===== src/rtl/ir_queue.sv =====
// ir_queue: instruction queue plus instruction register for the multicycle CPU.
// Latency: a pushed word can be loaded into the output register one edge later.
//   With IR_BYPASS_EN defined, an empty queue lets a word go straight into the
//   register on the same edge.
// Backpressure: IReady drops while DEPTH entries are queued. The source holds
//   IDataOut/PC4 until IReady is high, and a push made while full is ignored.
//
// Ports:
//   CLK, Reset (async active-low), Flush (redirect: drop queue, invalidate IR)
//   IDataOut/PC4/IValid/IReady : fetch-side push handshake
//   IRWre                      : pop the head into the output register
//   IRValid, op, rs, rt, rd, Immediate, Sa, JumpPC, InstrPC4 : registered
//                                decode of the current instruction
//   Count                      : queued entries, not counting the output register
//
// Optional build macro: IR_BYPASS_EN (zero-latency load when the queue is empty).

module ir_queue #(
  parameter int DEPTH  = 4,
  parameter int ADDR_W = 32,
  parameter int CNT_W  = $clog2(DEPTH) + 1
) (
  input  logic              CLK,
  input  logic              Reset,
  input  logic              Flush,
  input  logic [31:0]       IDataOut,
  input  logic [ADDR_W-1:0] PC4,
  input  logic              IValid,
  output logic              IReady,
  input  logic              IRWre,
  output logic              IRValid,
  output logic [5:0]        op,
  output logic [4:0]        rs,
  output logic [4:0]        rt,
  output logic [4:0]        rd,
  output logic [15:0]       Immediate,
  output logic [4:0]        Sa,
  output logic [ADDR_W-1:0] JumpPC,
  output logic [ADDR_W-1:0] InstrPC4,
  output logic [CNT_W-1:0]  Count
);

  localparam int PTR_W = $clog2(DEPTH);

  // Queue storage. It is not reset: an entry is only read after it has been written.
  logic [31:0]       mem_instr_q [DEPTH];
  logic [ADDR_W-1:0] mem_pc4_q   [DEPTH];

  logic [PTR_W-1:0]  head_q, head_d;
  logic [PTR_W-1:0]  tail_q, tail_d;
  logic [CNT_W-1:0]  count_q, count_d;

  // Output (instruction) register.
  logic              irvalid_q, irvalid_d;
  logic [31:0]       instr_q, instr_d;
  logic [ADDR_W-1:0] pc4_q, pc4_d;

  logic full;
  logic empty;
  logic bypass_en;
  logic push_en;
  logic pop_en;

  assign full  = (count_q == CNT_W'(DEPTH));
  assign empty = (count_q == '0);

`ifdef IR_BYPASS_EN
  // If the queue is empty and a pop and a push arrive together, the incoming
  // word goes straight into the output register and is not queued.
  assign bypass_en = IValid && IRWre && empty && !Flush;
`else
  assign bypass_en = 1'b0;
`endif

  // Flush wins over both sides. A bypassed word never enters the queue.
  // Fullness is judged on the registered count, so a pop in the same cycle
  // does not make room for a push.
  assign push_en = IValid && !full && !Flush && !bypass_en;
  assign pop_en  = IRWre && !empty && !Flush;

  always_comb begin
    head_d    = head_q;
    tail_d    = tail_q;
    count_d   = count_q;
    irvalid_d = irvalid_q;
    instr_d   = instr_q;
    pc4_d     = pc4_q;

    if (Flush) begin
      // Decoded fields keep their last values; only validity is dropped.
      head_d    = '0;
      tail_d    = '0;
      count_d   = '0;
      irvalid_d = 1'b0;
    end else if (bypass_en) begin
      instr_d   = IDataOut;
      pc4_d     = PC4;
      irvalid_d = 1'b1;
    end else begin
      if (push_en) begin
        tail_d = tail_q + PTR_W'(1);
      end

      if (IRWre) begin
        if (pop_en) begin
          instr_d   = mem_instr_q[head_q];
          pc4_d     = mem_pc4_q[head_q];
          irvalid_d = 1'b1;
          head_d    = head_q + PTR_W'(1);
        end else begin
          // A load from an empty queue leaves the fields stale but marks them invalid.
          irvalid_d = 1'b0;
        end
      end

      case ({push_en, pop_en})
        2'b10:   count_d = count_q + CNT_W'(1);
        2'b01:   count_d = count_q - CNT_W'(1);
        default: count_d = count_q;
      endcase
    end
  end

  always_ff @(posedge CLK) begin
    if (push_en) begin
      mem_instr_q[tail_q] <= IDataOut;
      mem_pc4_q[tail_q]   <= PC4;
    end
  end

  always_ff @(posedge CLK or negedge Reset) begin
    if (!Reset) begin
      head_q    <= '0;
      tail_q    <= '0;
      count_q   <= '0;
      irvalid_q <= 1'b0;
      instr_q   <= '0;
      pc4_q     <= '0;
    end else begin
      head_q    <= head_d;
      tail_q    <= tail_d;
      count_q   <= count_d;
      irvalid_q <= irvalid_d;
      instr_q   <= instr_d;
      pc4_q     <= pc4_d;
    end
  end

  // The decoded outputs are plain slices of the output register, so there is
  // no path from IDataOut to any output.
  assign IReady    = !full;
  assign IRValid   = irvalid_q;
  assign Count     = count_q;
  assign op        = instr_q[31:26];
  assign rs        = instr_q[25:21];
  assign rt        = instr_q[20:16];
  assign rd        = instr_q[15:11];
  assign Immediate = instr_q[15:0];
  assign Sa        = instr_q[10:6];
  assign InstrPC4  = pc4_q;
  assign JumpPC    = {pc4_q[ADDR_W-1:28], instr_q[25:0], 2'b00};

endmodule

===== config.mk =====
export PLATFORM = sky130hd
export DESIGN_NAME = ir_queue
export DESIGN_NICKNAME = d
export VERILOG_FILES = /design/src/rtl/ir_queue.sv
export SDC_FILE = /design/constraint.sdc
export NUM_CORES = 1
export LEC_CHECK = 0
export ABC_CLOCK_PERIOD_IN_PS = 4000
export CAP_MARGIN = 10
export CORE_UTILIZATION = 35
export CTS_CLUSTER_SIZE = 20
export DETAILED_ROUTE_END_ITERATION = 7
export MAX_ROUTING_LAYER = met4
export PLACE_DENSITY_LB_ADDON = 0.15
export SLEW_MARGIN = 0
export SYNTH_ARGS = -nofsm -noshare
export SYNTH_HDL_FRONTEND = slang
export SYNTH_SLANG_ARGS = --single-unit

===== constraint.sdc =====
create_clock -name CLK -period 4 [get_ports CLK]
set_clock_uncertainty 0.05 [all_clocks]
set_input_delay 0.6 -clock CLK [delete_from_list [all_inputs] [get_ports CLK]]
set_output_delay 0.6 -clock CLK [all_outputs]
set_load 0.01 [all_outputs]

==> Word level (Yosys, flattened, before mapping) <==
Memories as Yosys holds them, arrays and structs flattened. A register that Yosys moved wholly into a read port is not among the register bits.
Index checks and enable logic that the tools add are counted.
{ "classes": {"mux": 12, "n_bitwise": 1, "n_eq_ne": 3, "n_reduce_logical": 16, "addsub": 4} }
{ "op_table": {"columns": ["op", "count"], "rows": [
  ["$mux 2", 5],
  ["$pmux 3 s2", 1],
  ["$reduce_bool 2->1", 3],
  ["$logic_not 1->1", 5],
  ["$mux 1", 5],
  ["$add 2x1->2 const B", 2],
  ["$logic_and 1x1->1", 4],
  ["$add 3x1->3 const B", 1],
  ["$eq 3x3->1 const B", 1],
  ["$logic_not 3->1", 1],
  ["$mux 3", 1],
  ["$reduce_and 3->1", 1],
  ["$reduce_bool 3->1", 1],
  ["$sub 3x1->3 const B", 1],
  ["$eq 2x1->1 const B", 1],
  ["$eq 2x2->1 const B", 1],
  ["$reduce_and 2->1", 1],
  ["$not 1->1", 1]
]} }
{ "totals": {"output_inout_bits": 111, "mem_count": 2, "ram_bits": 256, "ff_bits": 8} }
{ "memory_table": {"columns": ["name", "words", "width", "rd", "rd_ports_with_merged_regs", "write_ports", "line", "rtl"], "rows": [
  ["mem_instr_q", 4, 32, 1, 1, 1, "46", "logic [31:0] mem_instr_q [DEPTH];"],
  ["mem_pc4_q", 4, 32, 1, 1, 1, "47", "logic [ADDR_W-1:0] mem_pc4_q [DEPTH];"]
]} }

==> Longest topological paths before layout <==
Gate-level depths: netlist (run 1).
{ "logic_depth": {"depth_word": 7, "depth_mapped": 10, "mapped_depth_nobuf": 7} }

==> Least setup slack after synthesis (run 1) <==
No wires, ideal clock.
{ "synth_timing": {"path_type": "input -> register", "from": "input port Flush", "to": "memory mem_instr_q[0][0], enable pin", "slack_ns": 0.904, "setup_ns": 0.429, "path_buffers": 1, "arrival_time_ns": 2.617, "stages": 3, "path_cell_list": "clkbuf_1 -> nor3_1 -> and2_1"} }
{ "synth_between": {"elab_chain_len": 4} }
{ "synth_lines": {"columns": ["element", "line", "rtl"], "rows": [
  ["start, declared", "25", "input logic Flush,"],
  ["$logic_not 1->1", "78", "assign push_en = IValid && !full && !Flush && !bypass_en;"],
  ["$logic_and 1x1->1", "78", null],
  ["$mux 1", "125", "if (push_en) begin"],
  ["$mux 1 (not written as such)", "126", "mem_instr_q[tail_q] <= IDataOut;"],
  ["end, declared", "46", null]
]} }
No other way between the ends.

==> Worst setup path after layout (run 1) <==
{ "layout_timing": {"from": "register count_q[2] (netlist: Count[2])", "to": "output port IReady"} }
{ "layout_between": {"elab_chain_len": 2} }
{ "layout_lines": {"columns": ["element", "line", "rtl"], "rows": [
  ["start, declared", "51", "logic [CNT_W-1:0] count_q, count_d;"],
  ["start signal, assigned", "142", "count_q <= count_d;"],
  ["$eq 3x3->1", "64", "assign full = (count_q == CNT_W'(DEPTH));"],
  ["$logic_not 1->1", "151", "assign IReady = !full;"],
  ["end, declared", "29", "output logic IReady,"]
]} }
No other way between the ends.

==> impl_results.md, run 1 <==
* CP Data Required Time at 3.35 ns
* Pleak at 0.00524 µW
* Fin crit period at 2.88 ns
* Final hold violation count at 0
* Final Instance Count excl. Fillers at 1,221
* Routed via count at 5,880
* Netlist Area Pre-Place at 0.0125 mm²
* Mapped Cells at 583
* Die ar. at 0.0365 mm²
* Clk_lat worst skew at 0.50 ns
* Die width at 191 µm
* First-pass GRT wire length at 38,500 µm
* Largest delay share family, worst path: buffers and inverters
* Power per cell area at 622 mW/mm²
* RePlAce Congestion at 0.738
* Boundary pin count at 180
* Slew headroom at 33.0%
* WL/cell at 20.3 µm
* CTS tree: yes
* Syn_area_per_cell at 21.5 µm²
* Crit path capture type: primary output
* Final number of setup-violating endpoints at 0
* Die Span Y at 191 µm
* Synth cell types at 38
* Max-cap violations at 0
* CTS clock-pin slew for the worst setup and hold paths at 0.06 ns
* Maximum clock rate at 347 MHz
* Critical Path Stages at 3
* Reg2Reg Depth at 4
* CTS sink count at 328
* CTS buffer count at 35
* Core Rows at 68
* Antenna cell count at 0
* Initial antenna violation count at 0
* Synth Register Bits at 328
* Slowest cell on crit path: dfrtp_1
* Clock Path Buffers at 3
* Path type of the worst min-delay path: in2async
* Peak VDD IR at 0.000438 V
* 1st-iter DRT viols at 415
* Nets at 814
* Root buf cell: clkbuf_16
* Crit share post-route at 72.0%
* Initial Util at 35.9%
* RSZ-0062 raised after global routing: false
* Total Routing Usage GR at 14.5%
* Worst Max-Slew Pin Slew at 1.01 ns
* GR Overflow Total at 0
* Layout area overhead at 25.3%
* Crit-path max FO at 13
* Post-CTS setup buffers at 0
* Vias per cell at 4.82
* Pwr Total at 9760 µW
* Routed Wire Length at 24,800 µm
* Buffers & Inverters on Critical Path at 2
* Synth warn at 0
* Post-cts resize count at 0
* Port-buffer cells at 177
* Crit path cell chain: nor3b_1 -> inv_2 -> clkdlybuf4s50_1
* Status: completed
* H-Tree Depth at 2
* Vias in the first global route at 6,453
* Slew Viols, Final at 0
* Post-DP HPWL at 15,500 µm
* CP peak stage delay at 0.61 ns
* Sequential share of the synthesized area at 75.8%
* Post-route DRC at 0
* Critical Path AT at 2.23 ns
* Pin count of the biggest net entering global routing at 66
* # hold bufs at CTS at 0
* Ys flop type: edfxtp_1
* Post-synth ARST share at 22.0%
* Core footprint at 0.0349 mm²
* CP Launch Type: register
* Worst setup path category: reg2out
* Placement Setup Slack at 0.749 ns
* Post-synth EDFFs at 256
* Layout cells sized above 1 at 26.6%
* Detailed Routing Iterations Pass 1 at 6
* PnR worst setup slack at 1.12 ns
* DP Cell Count at 1,158
* Final TNS setup at 0 ns
* Post-DRT Antenna Nets at 0
-- power by group --
group | switching, µW | internal, µW
sequential | 308 | 4100
clock | 1280 | 1920
combinational | 776 | 1390
-- placed cells by master (no fill, tap or decap), types with 2 or more instances in the layout --
cell and count:
edfxtp_1 256, clkdlybuf4s50_1 176, dfrtp_1 70, mux4_2 64, mux2_2 62, clkbuf_16 37, clkinv_2 9, buf_4 8
a21oi_1 7, clkbuf_1 5, inv_1 4, and2_4 4, nand2b_1 4, ha_1 4, clkinvlp_4 4, buf_12 4
nand3_1 3, bufinv_16 3, nor3b_1 2, inv_2 2, xor2_1 2, nor2_1 2, o21ai_1 2, a211oi_1 2
nand3b_1 2, mux2_1 2, o22ai_1 2, conb_1 2, clkinv_1 2, clkbuf_8 2, dfrtp_4 2
-- sequential cells by signal, indices dropped and copies added, names as in the netlist --
register	flops
InstrPC4	32
mem_pc4_q	128
instr_q	32
tail_q	2
IRValid	1
mem_instr_q	128
head_q	2
Count	3
-- final cells by class --
type / instances / area, µm²
clock inverters: 19 / 181
multi-input cells: 181 / 2550
well taps: 455 / 569
flip-flops and latches: 328 / 9500
clock buffers: 44 / 972
repair buffers: 188 / 1900
inverters: 6 / 22.5
fillers: 3016 / 19200
-- worst reg2reg max path: stages, from the launching register on --
cell	delay (ns)
dfrtp_1	0.65
nor3b_1	0.19
nor3_1	0.38
and2_4	0.60
buf_4	0.35
-- final timing paths --
path                            slack (ns)         from                 end
worst max-delay path                  1.12     Count[2]              IReady
worst min-delay path                  0.15        Reset         instr_q[16]
worst max register to register        1.48     Count[0]  mem_instr_q[1][21]
worst min register to register        0.46  instr_q[28]         instr_q[28]
max in group asynchronous             3.00        Reset         InstrPC4[6]
min in group CLK                      0.46  instr_q[28]         instr_q[28]
-- cells in the mapped netlist (all sizes together), types with 2 or more instances --
cell,number,share of area (%)
a211oi,2,0.12
ha,4,0.40
clkbuf,5,0.15
nand2b,4,0.20
edfxtp,256,61
nor2,2,0.060
nor3,3,0.20
and2,5,0.25
nand3,3,0.12
nand3b,2,0.12
inv,6,0.18
dfrtp,72,14
nor3b,2,0.12
a21oi,7,0.28
mux4,64,12
mux2,64,5.8
o22ai,2,0.10
buf,64,3.7
o21ai,2,0.080
xor2,2,0.14
-- logic make-up (layout without fill, tap and decap cells) --
group	Yosys count	after routing	share of synthesized area (%)
mux	128	128	17.3
fa+ha+maj	5	5	0.560
xor+xnor	3	3	0.210
other cells	1	2	0.0299
simple gates	24	24	1.20
compound gates	19	19	0.959
buf+inv	75	257	4.00
flops	328	328	75.8
-- metal layers --
layer / track usage, % / wire length [µm] / vias to the layer above / part of all wire, %
li1: - / - / 2594 / -
met1: 19.9 / 11400 / 3063 / 46
met2: 22.4 / 11600 / 192 / 47
met3: 2.70 / 1390 / 31 / 5.6
met4: 3.42 / 427 / 0 / 1.7
met5: - / 0 / - / 0
-- per-stage QoR --
| step | hold slack, ns | util (%) | cell area (µm²) |
|---|---|---|---|
| 6_report | 0.154 | 45.0 | 15700 |
| 5_1_grt | 0.217 | 45.0 | 15700 |
| 4_1_cts | 0.186 | 45.0 | 15700 |
| 3_5_place_dp | 0.445 | 41.7 | 14500 |
| 3_3_place_gp | 0.444 | 41.7 | 14500 |
| 2_1_floorplan | 0.254 | - | 12500 |
(Power assumes the default switching activity.)
==> run 2: changes to the inputs <==
--- a/config.mk
+++ b/config.mk
@@ -5,7 +5,7 @@
 export SDC_FILE = /design/constraint.sdc
 export NUM_CORES = 1
 export LEC_CHECK = 0
-export ABC_CLOCK_PERIOD_IN_PS = 4000
+export ABC_CLOCK_PERIOD_IN_PS = 2820
 export CAP_MARGIN = 10
 export CORE_UTILIZATION = 35
 export CTS_CLUSTER_SIZE = 20
==> constraint.sdc (replaced) <==
create_clock -name CLK -period 2.82 [get_ports CLK]
set_clock_uncertainty 0.05 [all_clocks]
set_input_delay 0.423 -clock CLK [delete_from_list [all_inputs] [get_ports CLK]]
set_output_delay 0.423 -clock CLK [all_outputs]
set_load 0.01 [all_outputs]
==> run 2 against run 1 <==
Against the previous run: setup slack got worse by 1.0 ns; combinational power rose by 46%; routed wire length rose by 1.5%; final cell count rose by 0.98%; largest cell class unchanged; global-route usage rose by 0.20 points; via count barely moved; design area rose by 1.3%; first-iteration DRC count fell by 35%; count of clock-buffer cells in the layout rose by 5; non-clock buffer count rose by 8; worst hold slack improved by 0.29 ns; critical endpoint unchanged.
==> impl_results.md, run 2 (same netlist as run 1, synthesis figures left out) <==
* 1st-iter DRT viols at 270 (was 415)
* Layout area overhead at 27.0% (was 25.3%)
* Post-CTS setup buffers at 0 (unchanged)
* Total area of sequential cells at 0.00950 mm² (unchanged)
* Routed Wire Length at 25,200 µm (was 24,800 µm)
* Top flop regs: mem_instr_q x128, mem_pc4_q x128 (unchanged)
* Crit path launch: Count[2] (unchanged)
* CTS buffer count at 36 (was 35)
* Slew headroom at 54.6% (was 33.0%)
* Core footprint at 0.0349 mm² (unchanged)
* End of the worst register-to-register path: Count[1] (was mem_instr_q[1][21])
* CTS tree: yes (unchanged)
* Critical Path AT at 2.27 ns (was 2.23 ns)
* Routed via count at 5,884 (was 5,880)
* CP Data Required Time at 2.35 ns (was 3.35 ns)
* Power per cell area at 876 mW/mm² (was 622 mW/mm²)
* DP Cell Count at 1,165 (was 1,158)
* RSZ-0062 raised after global routing: false (unchanged)
* Initial antenna violation count at 2 (was 0)
* Final number of setup-violating endpoints at 0 (unchanged)
* Final Cell Area at 0.0159 mm² (was 0.0157 mm²)
* Final TNS setup at 0 ns (unchanged)
* Pin count of the biggest net entering global routing at 65 (was 66)
* Buffers & Inverters on Critical Path at 2 (unchanged)
* Detailed Routing Iterations Pass 1 at 4 (was 6)
* Clk_lat worst skew at 0.51 ns (was 0.50 ns)
* Initial Util at 35.9% (unchanged)
* Final Instance Count excl. Fillers at 1,233 (was 1,221)
* Root buf cell: clkbuf_16 (unchanged)
* Post-route DRC at 0 (unchanged)
* Die Span Y at 191 µm (unchanged)
* Net Sw Power at 3350 µW (was 2360 µW)
* RePlAce Congestion at 0.765 (was 0.738)
* Port-buffer cells at 177 (unchanged)
* Post-DRT Antenna Nets at 0 (unchanged)
* Path type of the worst min-delay path: in2async (unchanged)
* Slowest cell on crit path: dfrtp_1 (unchanged)
* Fin crit period at 2.74 ns
* Post-DP HPWL at 15,700 µm (was 15,500 µm)
* Clock Path Buffers at 3 (unchanged)
* Flop-to-flop setup slack at 0.46 ns (was 1.48 ns)
* Status: completed (unchanged)
* Pint at 10,600 µW (was 7410 µW)
* Die ar. at 0.0365 mm² (unchanged)
* Clock share of power at 32.7% (about the same)
* Reg2Reg Depth at 6 (was 4)
* Worst Max-Slew Pin Slew at 0.681 ns (was 1.01 ns)
* Die width at 191 µm (unchanged)
* CP peak stage delay at 0.59 ns (was 0.61 ns)
* Crit path cell chain: nor3b_1 -> inv_2 -> clkdlybuf4s50_1 (unchanged)
* R2r startpoint: Count[2] (was Count[0])
* Nets at 823 (was 814)
* Area of the multi-input gates at 0.00255 mm² (unchanged)
* Crit share post-route at 97.2%
* Largest delay share family, worst path: buffers and inverters (unchanged)
* H-Tree Depth at 2 (unchanged)
* CTS clock-pin slew for the worst setup and hold paths at 0.06 ns (about the same)
* Crit path capture type: primary output (unchanged)
* Most used cells in the layout excluding fill and tap cells: 256 x edfxtp_1, 176 x clkdlybuf4s50_1, 70 x dfrtp_1 (unchanged)
* Pleak at 0.00531 µW (was 0.00524 µW)
* Switch share at 24.0% (was 24.2%)
* Peak VDD IR at 0.000423 V (was 0.000438 V)
* Slew Viols, Final at 0 (unchanged)
* Sequential Power Share at 44.7% (was 45.1%)
* GR Overflow Total at 0 (unchanged)
* Pwr Total at 13,900 µW (was 9760 µW)
* Layout cells sized above 1 at 26.2% (was 26.6%)
* Worst setup path category: reg2out (unchanged)
* Vias in the first global route at 6,405 (was 6,453)
* Combinational power share at 22.6% (was 22.1%)
* Core Rows at 68 (unchanged)
* First-pass GRT wire length at 38,600 µm (was 38,500 µm)
* CP Launch Type: register (unchanged)
* Total Routing Usage GR at 14.7% (was 14.5%)
* Maximum clock rate at 365 MHz
* Most common cell after layout, fill and taps aside: edfxtp_1 (unchanged)
* Critical Path Stages at 3 (unchanged)
* Final hold violation count at 0 (unchanged)
* Crit-path max FO at 13 (unchanged)
* WL/cell at 20.4 µm (was 20.3 µm)
* Placed Area at 0.0147 mm² (was 0.0145 mm²)
* Boundary pin count at 180 (unchanged)
* Fin util at 45.6% (was 45.0%)
* Critical Path End: IReady (unchanged)
* Max-cap violations at 0 (unchanged)
* Vias per cell at 4.77 (was 4.82)
* CTS sink count at 328 (unchanged)
* Fillers at 2,993 (was 3,016)
[run 2: changes by cell type in the layout (fill, tap and decap cells not counted), moves of 2 or more]
cell,previous run,this run
clkinv_2,9,4
buf_12,4,14
diode_2,0,2
clkbuf_1,5,10
buf_4,8,5
clkinvlp_4,4,0
clkinv_1,2,7
[run 2: power by group through the flow]
stage | combinational, µW | clock (µW) | sequential (µW)
2_1_floorplan | 1480 | 0 | 6430
3_3_place_gp | 3200 | 0 | 6300
3_5_place_dp | 3210 | 0 | 6340
4_1_cts | 3220 | 4690 | 6250
5_1_grt | 3370 | 4890 | 6320
6_report | 3150 | 4560 | 6220
[run 2: final cells by class]
type / instances / share of cell area [%]
Multi-Input combinational cell: 181 / 16.1
Clock buffer: 49 / 6.30
Tap cell: 455 / 3.58
Inverter: 6 / 0.142
Antenna cell: 2 / 0.0315
Timing Repair Buffer: 196 / 13.1
Sequential cell: 328 / 59.7
Clock inverter: 16 / 1.02
[run 2: per-stage QoR]
| step | setup slack, ns | hold slack (ns) |
|---|---|---|
| after floorplan | 0.484 | 0.0774 |
| after global placement | 0.333 | 0.444 |
| after detailed placement | 0.232 | 0.448 |
| after CTS | 0.0881 | 0.465 |
| after global routing | 0.00810 | 0.475 |
| final | 0.0779 | 0.440 |
[run 2: timing repair]
action / 4_1_cts / 5_1_grt
gates resized for setup: 0 / 0
endpoints found under the hold margin: 44 / 0
hold buffers: 1 / 0
[run 2: worst min path at each step]
stage | start | end | slack (ns)
global placement | InstrPC4[10] | InstrPC4[10] | 0.44
global route | Reset | instr_q[6] | 0.47
floorplan | Reset | Count[0] | 0.08
detailed placement | InstrPC4[11] | InstrPC4[11] | 0.45
CTS | IDataOut[19] | mem_instr_q[2][19] | 0.46
finish | Reset | instr_q[6] | 0.44
[run 2: worst reg2reg max path, cell delays in order, from the launching register on]
cell and delay (ns):
dfrtp_1 0.59, nor3b_1 0.54, inv_2 0.13, a21boi_1 0.21, fa_1 0.46, a31oi_1 0.16, nor4_1 0.08
[run 2: routing by layer]
| metal | wire, µm | GRT usage (%) | vias up | share of wire [%] |
|---|---|---|---|---|
| met2 | 13800 | 26.1 | 142 | 55 |
| met5 | 0 | - | - | 0 |
| met4 | 446 | 4.09 | 0 | 1.8 |
| li1 | - | - | 2623 | - |
| met3 | 1080 | 2.72 | 37 | 4.3 |
| met1 | 9850 | 16.9 | 3082 | 39 |
==> run 3: changes to the inputs <==
--- a/config.mk
+++ b/config.mk
@@ -10,6 +10,7 @@
 export CORE_UTILIZATION = 35
 export CTS_CLUSTER_SIZE = 20
 export DETAILED_ROUTE_END_ITERATION = 7
+export GPL_ROUTABILITY_DRIVEN = 0
 export MAX_ROUTING_LAYER = met4
 export PLACE_DENSITY_LB_ADDON = 0.15
 export SLEW_MARGIN = 0
==> results of run 3 <==
Same layout as run 2: the final DEF is identical, and so are final timing and power.
